[config.mk]
export PLATFORM = sky130hd
export DESIGN_NAME = id_debug_reg_dump_flat
export DESIGN_NICKNAME = d
export VERILOG_FILES = /design/src/rtl/id_debug_reg_dump_if.sv /design/src/rtl/id_debug_reg_dump.sv /design/src/flat_wrapper.sv
export SDC_FILE = /design/constraint.sdc
export NUM_CORES = 1
export LEC_CHECK = 0
export CAP_MARGIN = 20
export CORE_ASPECT_RATIO = 0.9
export CORE_MARGIN = 3
export CORE_UTILIZATION = 50
export DETAILED_ROUTE_END_ITERATION = 10
export GPL_TIMING_DRIVEN = 0
export PLACE_DENSITY = 0.81
export SYNTH_ARGS = -nofsm -noshare
export SYNTH_HDL_FRONTEND = slang
export SYNTH_SLANG_ARGS = --single-unit
[constraint.sdc]
create_clock -name i_clk -period 2.5 [get_ports i_clk]
set_clock_uncertainty 0.2 [all_clocks]
set_input_delay 0.75 -clock i_clk [delete_from_list [all_inputs] [get_ports i_clk]]
set_output_delay 0.75 -clock i_clk [all_outputs]
set_load 0.03 [all_outputs]
[src/rtl/id_debug_reg_dump_if.sv]
// Debug-side bus bundle for id_debug_reg_dump.
// Carries the register file debug read port (address out, combinational data
// back) and the valid/ready byte stream toward the debug UART TX.
// master: the dump engine. slave: register file + TX side.
interface id_debug_reg_dump_if #(
  parameter int NB_DATA = 32,
  parameter int NB_REG  = 5,
  parameter int NB_BYTE = 8
);
  logic [NB_REG-1:0]  address_read_debug;
  logic [NB_DATA-1:0] data_read_debug;
  logic [NB_BYTE-1:0] tx_data;
  logic               tx_valid;
  logic               tx_ready;

  modport master (
    output address_read_debug,
    output tx_data,
    output tx_valid,
    input  data_read_debug,
    input  tx_ready
  );

  modport slave (
    input  address_read_debug,
    input  tx_data,
    input  tx_valid,
    output data_read_debug,
    output tx_ready
  );
endinterface

[src/rtl/id_debug_reg_dump.sv]
// id_debug_reg_dump: walks registers 0..SIZE_REG-1 of the ID register file
// through its debug read port and serialises each word, least-significant
// byte first, onto a valid/ready byte stream for the debug UART TX.
// All outputs are registered.
// Optional feature (macro DUMP_CHECKSUM_EN): after the last register byte an
// extra byte carrying the XOR of every byte sent is emitted.
module id_debug_reg_dump #(
  parameter int NB_DATA  = 32,
  parameter int NB_REG   = 5,
  parameter int SIZE_REG = 32,
  parameter int NB_BYTE  = 8
) (
  input  logic                i_clk,
  input  logic                i_rst_n,
  input  logic                i_start,
  input  logic                i_abort,
  id_debug_reg_dump_if.master dbg,
  output logic                o_busy,
  output logic                o_done
);

  localparam int NB_BYTES = NB_DATA / NB_BYTE;
  localparam int NB_IDX   = (NB_BYTES > 1) ? $clog2(NB_BYTES) : 1;
  localparam logic [NB_IDX-1:0] LAST_IDX  = NB_IDX'(NB_BYTES - 1);
  localparam logic [NB_REG-1:0] LAST_ADDR = NB_REG'(SIZE_REG - 1);

  typedef enum logic [2:0] {
    S_IDLE,
    S_LOAD,
    S_SEND,
`ifdef DUMP_CHECKSUM_EN
    S_CSUM,
`endif
    S_DONE
  } state_e;

  state_e             state_q, state_d;
  logic [NB_REG-1:0]  addr_q, addr_d;
  logic [NB_DATA-1:0] shift_q, shift_d;
  logic [NB_IDX-1:0]  idx_q, idx_d;
  logic [NB_BYTE-1:0] tx_data_q, tx_data_d;
  logic               tx_valid_q, tx_valid_d;
  logic               busy_q, busy_d;
  logic               done_q, done_d;
`ifdef DUMP_CHECKSUM_EN
  logic [NB_BYTE-1:0] csum_q, csum_d;
`endif

  logic               hs;
  logic [NB_DATA-1:0] shift_next;

  // A byte leaves on any edge where it is offered and TX is ready.
  assign hs         = tx_valid_q & dbg.tx_ready;
  assign shift_next = shift_q >> NB_BYTE;

  // Next-state and next-output logic for the dump sequencer.
  always_comb begin
    // NOTE: every target gets a default before the case, so no path can
    // leave a signal unassigned and infer a latch.
    state_d    = state_q;
    addr_d     = addr_q;
    shift_d    = shift_q;
    idx_d      = idx_q;
    tx_data_d  = tx_data_q;
    tx_valid_d = tx_valid_q;
    busy_d     = busy_q;
    done_d     = 1'b0;
`ifdef DUMP_CHECKSUM_EN
    csum_d     = csum_q;
`endif

    unique case (state_q)
      S_IDLE: begin
        if (i_start) begin
          addr_d  = '0;
          busy_d  = 1'b1;
          state_d = S_LOAD;
`ifdef DUMP_CHECKSUM_EN
          csum_d  = '0;
`endif
        end
      end

      // The register file answers combinationally, so the word for the
      // current address is captured here, in this single cycle.
      S_LOAD: begin
        shift_d    = dbg.data_read_debug;
        tx_data_d  = dbg.data_read_debug[NB_BYTE-1:0];
        tx_valid_d = 1'b1;
        idx_d      = '0;
        state_d    = S_SEND;
      end

      S_SEND: begin
        if (hs) begin
`ifdef DUMP_CHECKSUM_EN
          csum_d = csum_q ^ tx_data_q;
`endif
          if (idx_q != LAST_IDX) begin
            idx_d     = idx_q + 1'b1;
            shift_d   = shift_next;
            tx_data_d = shift_next[NB_BYTE-1:0];
          end else begin
            tx_valid_d = 1'b0;
            if (addr_q != LAST_ADDR) begin
              addr_d  = addr_q + 1'b1;
              state_d = S_LOAD;
            end else begin
`ifdef DUMP_CHECKSUM_EN
              state_d = S_CSUM;
`else
              state_d = S_DONE;
`endif
            end
          end
        end
      end

`ifdef DUMP_CHECKSUM_EN
      // First cycle presents the accumulator; it then waits for its handshake.
      S_CSUM: begin
        if (!tx_valid_q) begin
          tx_data_d  = csum_q;
          tx_valid_d = 1'b1;
        end else if (hs) begin
          tx_valid_d = 1'b0;
          state_d    = S_DONE;
        end
      end
`endif

      S_DONE: begin
        done_d  = 1'b1;
        busy_d  = 1'b0;
        state_d = S_IDLE;
      end

      default: begin
        tx_valid_d = 1'b0;
        busy_d     = 1'b0;
        state_d    = S_IDLE;
      end
    endcase

    // Abort overrides everything outside IDLE; a byte handshaken on the
    // same edge has still been taken by TX.
    if (i_abort && (state_q != S_IDLE)) begin
      tx_valid_d = 1'b0;
      busy_d     = 1'b0;
      done_d     = 1'b0;
      state_d    = S_IDLE;
    end
  end

  // State and output registers; reset discards any dump in progress.
  always_ff @(posedge i_clk or negedge i_rst_n) begin
    if (!i_rst_n) begin
      state_q    <= S_IDLE;
      addr_q     <= '0;
      shift_q    <= '0;
      idx_q      <= '0;
      tx_data_q  <= '0;
      tx_valid_q <= 1'b0;
      busy_q     <= 1'b0;
      done_q     <= 1'b0;
`ifdef DUMP_CHECKSUM_EN
      csum_q     <= '0;
`endif
    end else begin
      // NOTE: non-blocking updates so every flop samples pre-edge values.
      state_q    <= state_d;
      addr_q     <= addr_d;
      shift_q    <= shift_d;
      idx_q      <= idx_d;
      tx_data_q  <= tx_data_d;
      tx_valid_q <= tx_valid_d;
      busy_q     <= busy_d;
      done_q     <= done_d;
`ifdef DUMP_CHECKSUM_EN
      csum_q     <= csum_d;
`endif
    end
  end

  assign dbg.address_read_debug = addr_q;
  assign dbg.tx_data            = tx_data_q;
  assign dbg.tx_valid           = tx_valid_q;
  assign o_busy                 = busy_q;
  assign o_done                 = done_q;

endmodule
[src/flat_wrapper.sv]
// flat-port wrapper written by rule: the top's interface ports become plain ports
module id_debug_reg_dump_flat 
#(
  parameter int NB_DATA  = 32,
  parameter int NB_REG   = 5,
  parameter int SIZE_REG = 32,
  parameter int NB_BYTE  = 8
)
  (i_clk, i_rst_n, i_start, i_abort, o_busy, o_done, dbg_address_read_debug, dbg_tx_data, dbg_tx_valid, dbg_data_read_debug, dbg_tx_ready);
  id_debug_reg_dump_if #(.NB_DATA(NB_DATA), .NB_REG(NB_REG), .NB_BYTE(NB_BYTE)) dbg_i ();
  input  logic i_clk;
  input  logic i_rst_n;
  input  logic i_start;
  input  logic i_abort;
  output logic o_busy;
  output logic o_done;
  output wire logic [$bits(dbg_i.address_read_debug)-1:0] dbg_address_read_debug;
  output wire logic [$bits(dbg_i.tx_data)-1:0] dbg_tx_data;
  output wire logic [$bits(dbg_i.tx_valid)-1:0] dbg_tx_valid;
  input wire logic [$bits(dbg_i.data_read_debug)-1:0] dbg_data_read_debug;
  input wire logic [$bits(dbg_i.tx_ready)-1:0] dbg_tx_ready;
  assign dbg_address_read_debug = dbg_i.address_read_debug;
  assign dbg_tx_data = dbg_i.tx_data;
  assign dbg_tx_valid = dbg_i.tx_valid;
  assign dbg_i.data_read_debug = dbg_data_read_debug;
  assign dbg_i.tx_ready = dbg_tx_ready;
  id_debug_reg_dump #(.NB_DATA(NB_DATA), .NB_REG(NB_REG), .SIZE_REG(SIZE_REG), .NB_BYTE(NB_BYTE)) u_core (.i_clk(i_clk), .i_rst_n(i_rst_n), .i_start(i_start), .i_abort(i_abort), .dbg(dbg_i), .o_busy(o_busy), .o_done(o_done));
endmodule
==> results.tsv, run 1 <==
stage	metric	value	unit
run_status	status	complete, no violations	
critical_path	Worst setup SP type	flop	
timing	worst rel slew slack	0.602	
placement	RD Place Congestion	0.781	
yosys	Post-synth EDFFs	0	
layout	Finished Layout Cells	300	
layout	Area Growth Syn to Fin	33.4	%
pwr	P per Cell Area	1230	nW/um^2
yosys	Synth warnings	0	
layout	share of cells above drive strength 1	0.283	
die	chip height	70.0	um
die	num rows	22	
yosys	Synth Flop Type	dfrtp_1	
yosys	#FFs+latches synth	44	
layout	final net count	284	
clock_network	H-tree depth	2	
critical_path	worst path required time	1550	ps
placement	Buffers on Ports	52	
critical_path	Reg2Reg Setup Slack	210	ps
global_route	GRT overflow	0	
timing	worst hold margin	148	ps
critical_path	Worst R2R Path Depth	6	
yosys	post-synthesis sequential area ratio	0.484	
timing	final setup violation count	0	
detailed_routing	DRC viols	0	
critical_path	Top Family by Delay on Critical Path	buffers and inverters	
run	max-cap violation count	0	
yosys	Synth area leaders	dfrtp_1, mux2_2, ha_1	
clock_network	cts hold-fix bufs	0	
critical_path	reg2reg end	u_core.shift_q[15]	
global_route	antenna violations before repair	0	
critical_path	Crit Path Class	flop to output port	
clock_network	Worst-Skew Late Latency	300	ps
clock_network	Num CTS Buffers	5	
min_path	worst min-delay path class	input port to async pin	
global_route	largest net degree at the start of global routing	31	
clock_network	clock buffer depth	2	
timing	Max Slew Vio Count	0	
layout	commonest cells after routing, fill and taps aside	clkdlybuf4s50_1, dfrtp_1, mux2_2	
yosys	biggest area consumer among synthesized cells	dfrtp_1	
timing	final worst-path cycle share	0.964	
critical_path	WP buf/inv	1	
detailed_routing	Routed WL	4800	um
global_route	first-pass GRT wire length	8090	um
yosys	Syn Area/Cell	12.7	um^2
timing	Hold Vio Cnt, Final	0	
timing	maximum clock frequency	415	MHz
layout	Finished Cell Area	3040	um^2
critical_path	Slowest cell on crit path	clkdlybuf4s50_1	
die	Die ar.	5400	um^2
clock_network	CTS tree	done	
critical_path	Critical Path AT	1460	ps
global_route	vias in the first global route	1677	
pwr	leakage	1.32	nW
detailed_routing	Vias/cell	5.52	
die	IO Pins	53	
placement	Placed Area	2890	um^2
critical_path	Max stage delay on crit path	710	ps
timing	Slew @ Worst Pin	598	ps
detailed_routing	Routed WL per cell	16.0	um
pwr	Max IR drop VDD	837	uV
yosys	Mapped Area	2280	um^2
detailed_routing	via count	1656	
critical_path	FF-to-FF Start	u_core.state_q[0]	
detailed_routing	drt first-iter violations	96	
clock_network	clock-pin slew on the worst setup and hold paths	80	ps
die	CORE AREA	4240	um^2
global_route	total track usage	0.188	
yosys	Synth top area share	0.484	
pwr	total power	0.00375	W
yosys	Post-Syn Instances	179	
layout	ANT cells	0	
die	Die W	77.1	um
placement	# placed instances	292	
clock_network	Clock Sink Count	44	
critical_path	worst path cell trace	clkdlybuf4s50_1	
timing	min Tclk post-route	2410	ps
layout	most common cell after layout, fill and taps aside	clkdlybuf4s50_1	
yosys	Syn Nets	223	
yosys	post-synth cell types	36	
detailed_routing	Final ANT Viol Nets	0	
detailed_routing	1st-pass router iterations	4	
timing	unrepaired setup endpoints after global routing	false	
clock_network	CTS Root Cell	clkbuf_8	
critical_path	CP Max Fanout	6	
die	initial core utilization	0.537	
critical_path	Critical Path End Type	output port	
placement	post-DP HPWL	3540	um
yosys	async set-reset flop share out of synthesis	1.00	
[worst max-delay path by stage]
stage	startpoint	cells past startpoint	slack (ps)	endpoint
after floorplan	u_core.dbg.address_read_debug[0]	6	370	u_core.dbg.address_read_debug[3]
after global placement	i_rst_n	1	-730	u_core.dbg.tx_data[4]
after detailed placement	dbg_tx_ready	5	-340	u_core.shift_q[19]
after CTS	dbg_tx_ready	5	40	u_core.shift_q[12]
after global routing	u_core.dbg.address_read_debug[0]	1	10	dbg_address_read_debug[0]
final	u_core.dbg.address_read_debug[0]	1	90	dbg_address_read_debug[0]
[cells by family (layout without fill, tap and decap cells)]
| logic type | Yosys count | count (layout) | share of synthesized area |
|---|---|---|---|
| flops | 44 | 44 | 0.484 |
| buf+inv | 22 | 83 | 0.0549 |
| mux | 49 | 49 | 0.242 |
| compound gates | 32 | 32 | 0.113 |
| simple gates | 25 | 25 | 0.0681 |
| fa+ha+maj | 7 | 7 | 0.0385 |
[through the flow]
stage / worst slack [ps] / setup TNS, ps / util
after floorplan: 365 / 0 / -
after global placement: -727 / -39760 / 0.678
after detailed placement: -340 / -7120 / 0.681
after CTS: 37.8 / 0 / 0.714
after global routing: 14.7 / 0 / 0.716
final: 90.4 / 0 / 0.716
[synth_stat cells (3+ instances only)]
| library cell | number |
|---|---|
| nor2b_1 | 5 |
| clkbuf_1 | 3 |
| mux2_1 | 5 |
| dfrtp_1 | 44 |
| a221o_1 | 5 |
| buf_2 | 4 |
| a21oi_1 | 4 |
| mux2_2 | 43 |
| a22o_1 | 8 |
| nand2_1 | 3 |
| buf_4 | 8 |
| ha_1 | 7 |
| inv_1 | 6 |
| and3_1 | 7 |
[report_power, final]
part	internal [W]	switching [W]	total (W)
Combinational	0.00101	0.000875	0.00188
Sequential	0.00104	0.000188	0.00123
Clock	0.000393	0.000248	0.000642
Total	0.00244	0.00131	0.00375
[routing by layer]
layer  wire, um  part of all wire  track usage
met1       2130              0.44        0.254
met5          0                 0            0
met4         68             0.014       0.0573
met2       2300              0.48        0.291
met3        308             0.064       0.0554
[timing repair]
action	CTS	global route
pin swaps	0	1
setup buffers	0	1
gates resized for setup	2	1
setup endpoints to repair	18	10
[flip-flops by register name (all words and copies together) (netlist names)]
register / count
u_core.shift_q: 25
u_core.dbg.tx_data: 7
u_core.dbg.address_read_debug: 5
u_core.idx_q: 2
u_core.state_q: 2
u_core.dbg.tx_valid: 1
u_core.o_busy: 1
u_core.o_done: 1
[final cells by class]
cell class / instances / area [um^2]
Fill cell: 333 / 1200
Sequential cell: 44 / 1100
Multi-Input combinational cell: 113 / 1060
Timing Repair Buffer: 54 / 543
Buffer: 16 / 108
Tap cell: 60 / 75.1
Clock buffer: 5 / 68.8
Clock inverter: 2 / 60.1
Inverter: 6 / 22.5
Note: power is estimated with default switching activity, not from simulation.
==> inputs of run 2 (changes only) <==
- ABC_AREA: not set -> 1
- CELL_PAD_IN_SITES_DETAIL_PLACEMENT: not set -> 0
- CELL_PAD_IN_SITES_GLOBAL_PLACEMENT: not set -> 1
- CORE_UTILIZATION: 50 -> 35
- PLACE_DENSITY: 0.81 -> not set
- PLACE_DENSITY_LB_ADDON: not set -> 0.2
==> run 2 against run 1 <==
Net effect: critical path depth unchanged; global-route usage down 4.3 points; combinational power increased by 12%; sequential share of layout area is 0.060 points higher.
==> results.tsv, run 2 <==
stage	metric	value	unit	change
pwr	Max IR drop VDD	464	uV	was 837 uV
yosys	Syn Area/Cell	7.32	um^2	was 12.7 um^2
critical_path	Critical Path AT	1410	ps	was 1460 ps
placement	Placed Area	2940	um^2	was 2890 um^2
pwr	P per Cell Area	1250	nW/um^2	was 1230 nW/um^2
die	Die W	91.3	um	was 77.1 um
yosys	adder-cell share of the synthesized area	0.0382		was 0.0385
yosys	post-synthesis sequential area ratio	0.481		was 0.484
global_route	GRT overflow	0		unchanged
die	IO Pins	53		unchanged
detailed_routing	Final ANT Viol Nets	0		unchanged
placement	RD Place Congestion	0.781		about the same
clock_network	Post-CTS Setup Inserts	0		unchanged
critical_path	CP Max Fanout	5		was 6
clock_network	post-cts sizing count	0		was 2
layout	final net count	417		was 284
yosys	biggest area consumer among synthesized cells	dfrtp_1		unchanged
clock_network	CTS Root Cell	clkbuf_8		unchanged
critical_path	FF-to-FF Start	u_core.state_q[0]		unchanged
clock_network	cts hold-fix bufs	0		unchanged
die	num rows	27		was 22
timing	Slew @ Worst Pin	554	ps	was 598 ps
timing	final setup violation count	0		unchanged
die	Die ar.	7550	um^2	was 5400 um^2
placement	post-DP HPWL	3700	um	was 3540 um
global_route	total track usage	0.145		was 0.188
clock_network	clock-pin slew on the worst setup and hold paths	80	ps	about the same
die	initial core utilization	0.369		was 0.537
critical_path	critical path startpoint	u_core.dbg.address_read_debug[0]		unchanged
critical_path	Worst setup SP type	flop		unchanged
critical_path	Setup crit end	dbg_address_read_debug[0]		unchanged
layout	ANT cells	0		unchanged
layout	Finished Cell Area	3030	um^2	was 3040 um^2
layout	commonest cells after routing, fill and taps aside	nand2_1, clkdlybuf4s50_1, dfrtp_1		was clkdlybuf4s50_1, dfrtp_1, mux2_2
layout	multi-input logic area	976	um^2	was 1060 um^2
timing	worst rel slew slack	0.629		was 0.602
clock_network	Worst-Skew Late Latency	290	ps	was 300 ps
global_route	antenna violations before repair	0		unchanged
layout	share of cells above drive strength 1	0.0885		was 0.283
layout	most common cell after layout, fill and taps aside	nand2_1		was clkdlybuf4s50_1
yosys	#FFs+latches synth	44		unchanged
layout	filler cell count	667		was 333
clock_network	clock buffer depth	2		unchanged
min_path	worst min-delay path class	input port to async pin		unchanged
clock_network	Num CTS Buffers	5		unchanged
critical_path	stages on the worst setup path	1		unchanged
critical_path	worst path cell trace	clkdlybuf4s50_1		unchanged
clock_network	CTS tree	done		unchanged
critical_path	reg2reg end	u_core.shift_q[26]		was u_core.shift_q[15]
yosys	post-synthesis compound-gate area fraction	0.0393		was 0.113
critical_path	Reg2Reg Setup Slack	640	ps	was 210 ps
detailed_routing	Routed WL	4980	um	was 4800 um
timing	maximum clock frequency	423	MHz	was 415 MHz
yosys	Synth Flop Type	dfrtp_1		unchanged
layout	Register Area	1100	um^2	unchanged
detailed_routing	Vias/cell	4.21		was 5.52
detailed_routing	drt first-iter violations	82		was 96
layout	max FFs per register	25		unchanged
critical_path	Max stage delay on crit path	700	ps	was 710 ps
timing	Hold Vio Cnt, Final	0		unchanged
detailed_routing	Routed WL per cell	10.8	um	was 16.0 um
yosys	Post-synth EDFFs	0		unchanged
critical_path	Worst R2R Path Depth	6		unchanged
critical_path	Slowest cell on crit path	clkdlybuf4s50_1		unchanged
pwr	leakage	1.64	nW	was 1.32 nW
layout	Largest Register	u_core.shift_q		unchanged
global_route	largest net degree at the start of global routing	32		was 31
timing	min Tclk post-route	2360	ps	was 2410 ps
critical_path	Critical Path End Type	output port		unchanged
global_route	vias in the first global route	1903		was 1677
timing	Max Slew Vio Count	0		unchanged
critical_path	Top Family by Delay on Critical Path	buffers and inverters		unchanged
yosys	async set-reset flop share out of synthesis	1.00		unchanged
yosys	Synth area leaders	dfrtp_1, nand2_1, buf_4		was dfrtp_1, mux2_2, ha_1
global_route	first-pass GRT wire length	8610	um	was 8090 um
yosys	Synth top area share	0.481		was 0.484
detailed_routing	via count	1936		was 1656
placement	Buffers on Ports	52		unchanged
critical_path	worst path required time	1550	ps	about the same
yosys	Synth warnings	0		unchanged
yosys	simple-gate share of the synthesized area	0.348		was 0.0681
critical_path	WP buf/inv	1		unchanged
layout	fin util	0.488		was 0.716
clock_network	Clock Sink Count	44		unchanged
die	CORE AREA	6220	um^2	was 4240 um^2
yosys	post-synthesis xor/xnor area fraction	0		unchanged
yosys	post-synth cell types	19		was 36
yosys	top-count cell post-synth	nand2_1		was dfrtp_1
yosys	Post-Syn Instances	313		was 179
clock_network	H-tree depth	2		unchanged
yosys	synth cell count leaders	nand2_1, dfrtp_1, inv_1		was dfrtp_1, mux2_2, a22o_1, buf_4
run	max-cap violation count	0		unchanged
detailed_routing	1st-pass router iterations	4		unchanged
timing	final worst-path cycle share	0.945		was 0.964
yosys	post-synthesis mux area share	0		was 0.242
detailed_routing	DRC viols	0		unchanged
yosys	dominant combinational cell family by area after synthesis	simple AND/OR/NAND/NOR gates		was multiplexers
layout	Area Growth Syn to Fin	32.3	%	was 33.4%
yosys	Mapped Area	2290	um^2	was 2280 um^2
timing	unrepaired setup endpoints after global routing	false		unchanged
run_status	status	complete, no violations		unchanged
die	chip height	82.8	um	was 70.0 um
yosys	Syn Nets	357		was 223
critical_path	Crit Path Class	flop to output port		unchanged
==> run 2: changes by cell type in the layout (fill, tap and decap cells not counted), moves of 7 or more <==
cell	change
mux2_2	-43
inv_1	+11
nand2_1	+183
nor2_1	+7
a22o_1	-8
o21ai_1	+7
and3_1	-7
==> run 2: how the worst min path moves through the flow <==
stage | start | end | cells past startpoint | slack [ps]
6_report | i_rst_n | u_core.dbg.tx_data[0] | 1 | 150
5_1_grt | i_rst_n | u_core.dbg.tx_data[0] | 1 | 170
4_1_cts | i_rst_n | u_core.dbg.tx_data[0] | 1 | 160
3_5_place_dp | u_core.shift_q[24] | u_core.shift_q[24] | 2 | 270
3_3_place_gp | u_core.shift_q[25] | u_core.shift_q[25] | 2 | 260
2_1_floorplan | u_core.shift_q[24] | u_core.shift_q[24] | 2 | 240
==> run 2: metal layers <==
metal  track usage  wire [um]
met1         0.197       2550
met2         0.231       2080
met3        0.0362        296
met4        0.0452         53
met5             0          0
==> run 2: worst register-to-register path: stages (launching register included) <==
cell and delay, ps:
dfrtp_1 440, inv_1 90, ha_1 330, inv_1 80, nor2_1 440, nand2_1 100, o21ai_0 100
==> run 2: area by class of cell <==
cell class | count | share of cell area
inverter | 19 | 0.0235
tap | 87 | 0.0359
clock buffer | 7 | 0.0318
buffer | 20 | 0.0470
multi-input combinational | 230 | 0.322
timing repair buffer | 53 | 0.177
sequential | 44 | 0.363
==> run 2: kinds of logic after synthesis <==
kind of cell             Yosys count
AO/OA/AOI/OAI                     17
adder cells (fa/ha/maj)            7
buffers and inverters             39
flip-flops                        44
AND/OR/NAND/NOR                  206
==> run 2: per-stage QoR <==
step                instances  hold slack (ps)  setup TNS, ps  setup WS, ps  total power [W]
detailed placement        453              265              0           200          0.00336
floorplan                 313              242              0           757          0.00273
global route              460              173              0          82.4          0.00420
global placement          452              258         -35040          -800          0.00332
finish                    460              147              0           137          0.00379
CTS                       460              161              0           123          0.00385
==> run 2: power by group <==
part,total [W],internal [W],switching [W]
logic,0.00211,0.000828,0.00128
registers,0.00120,0.00104,0.000158
clock network,0.000477,0.000246,0.000231
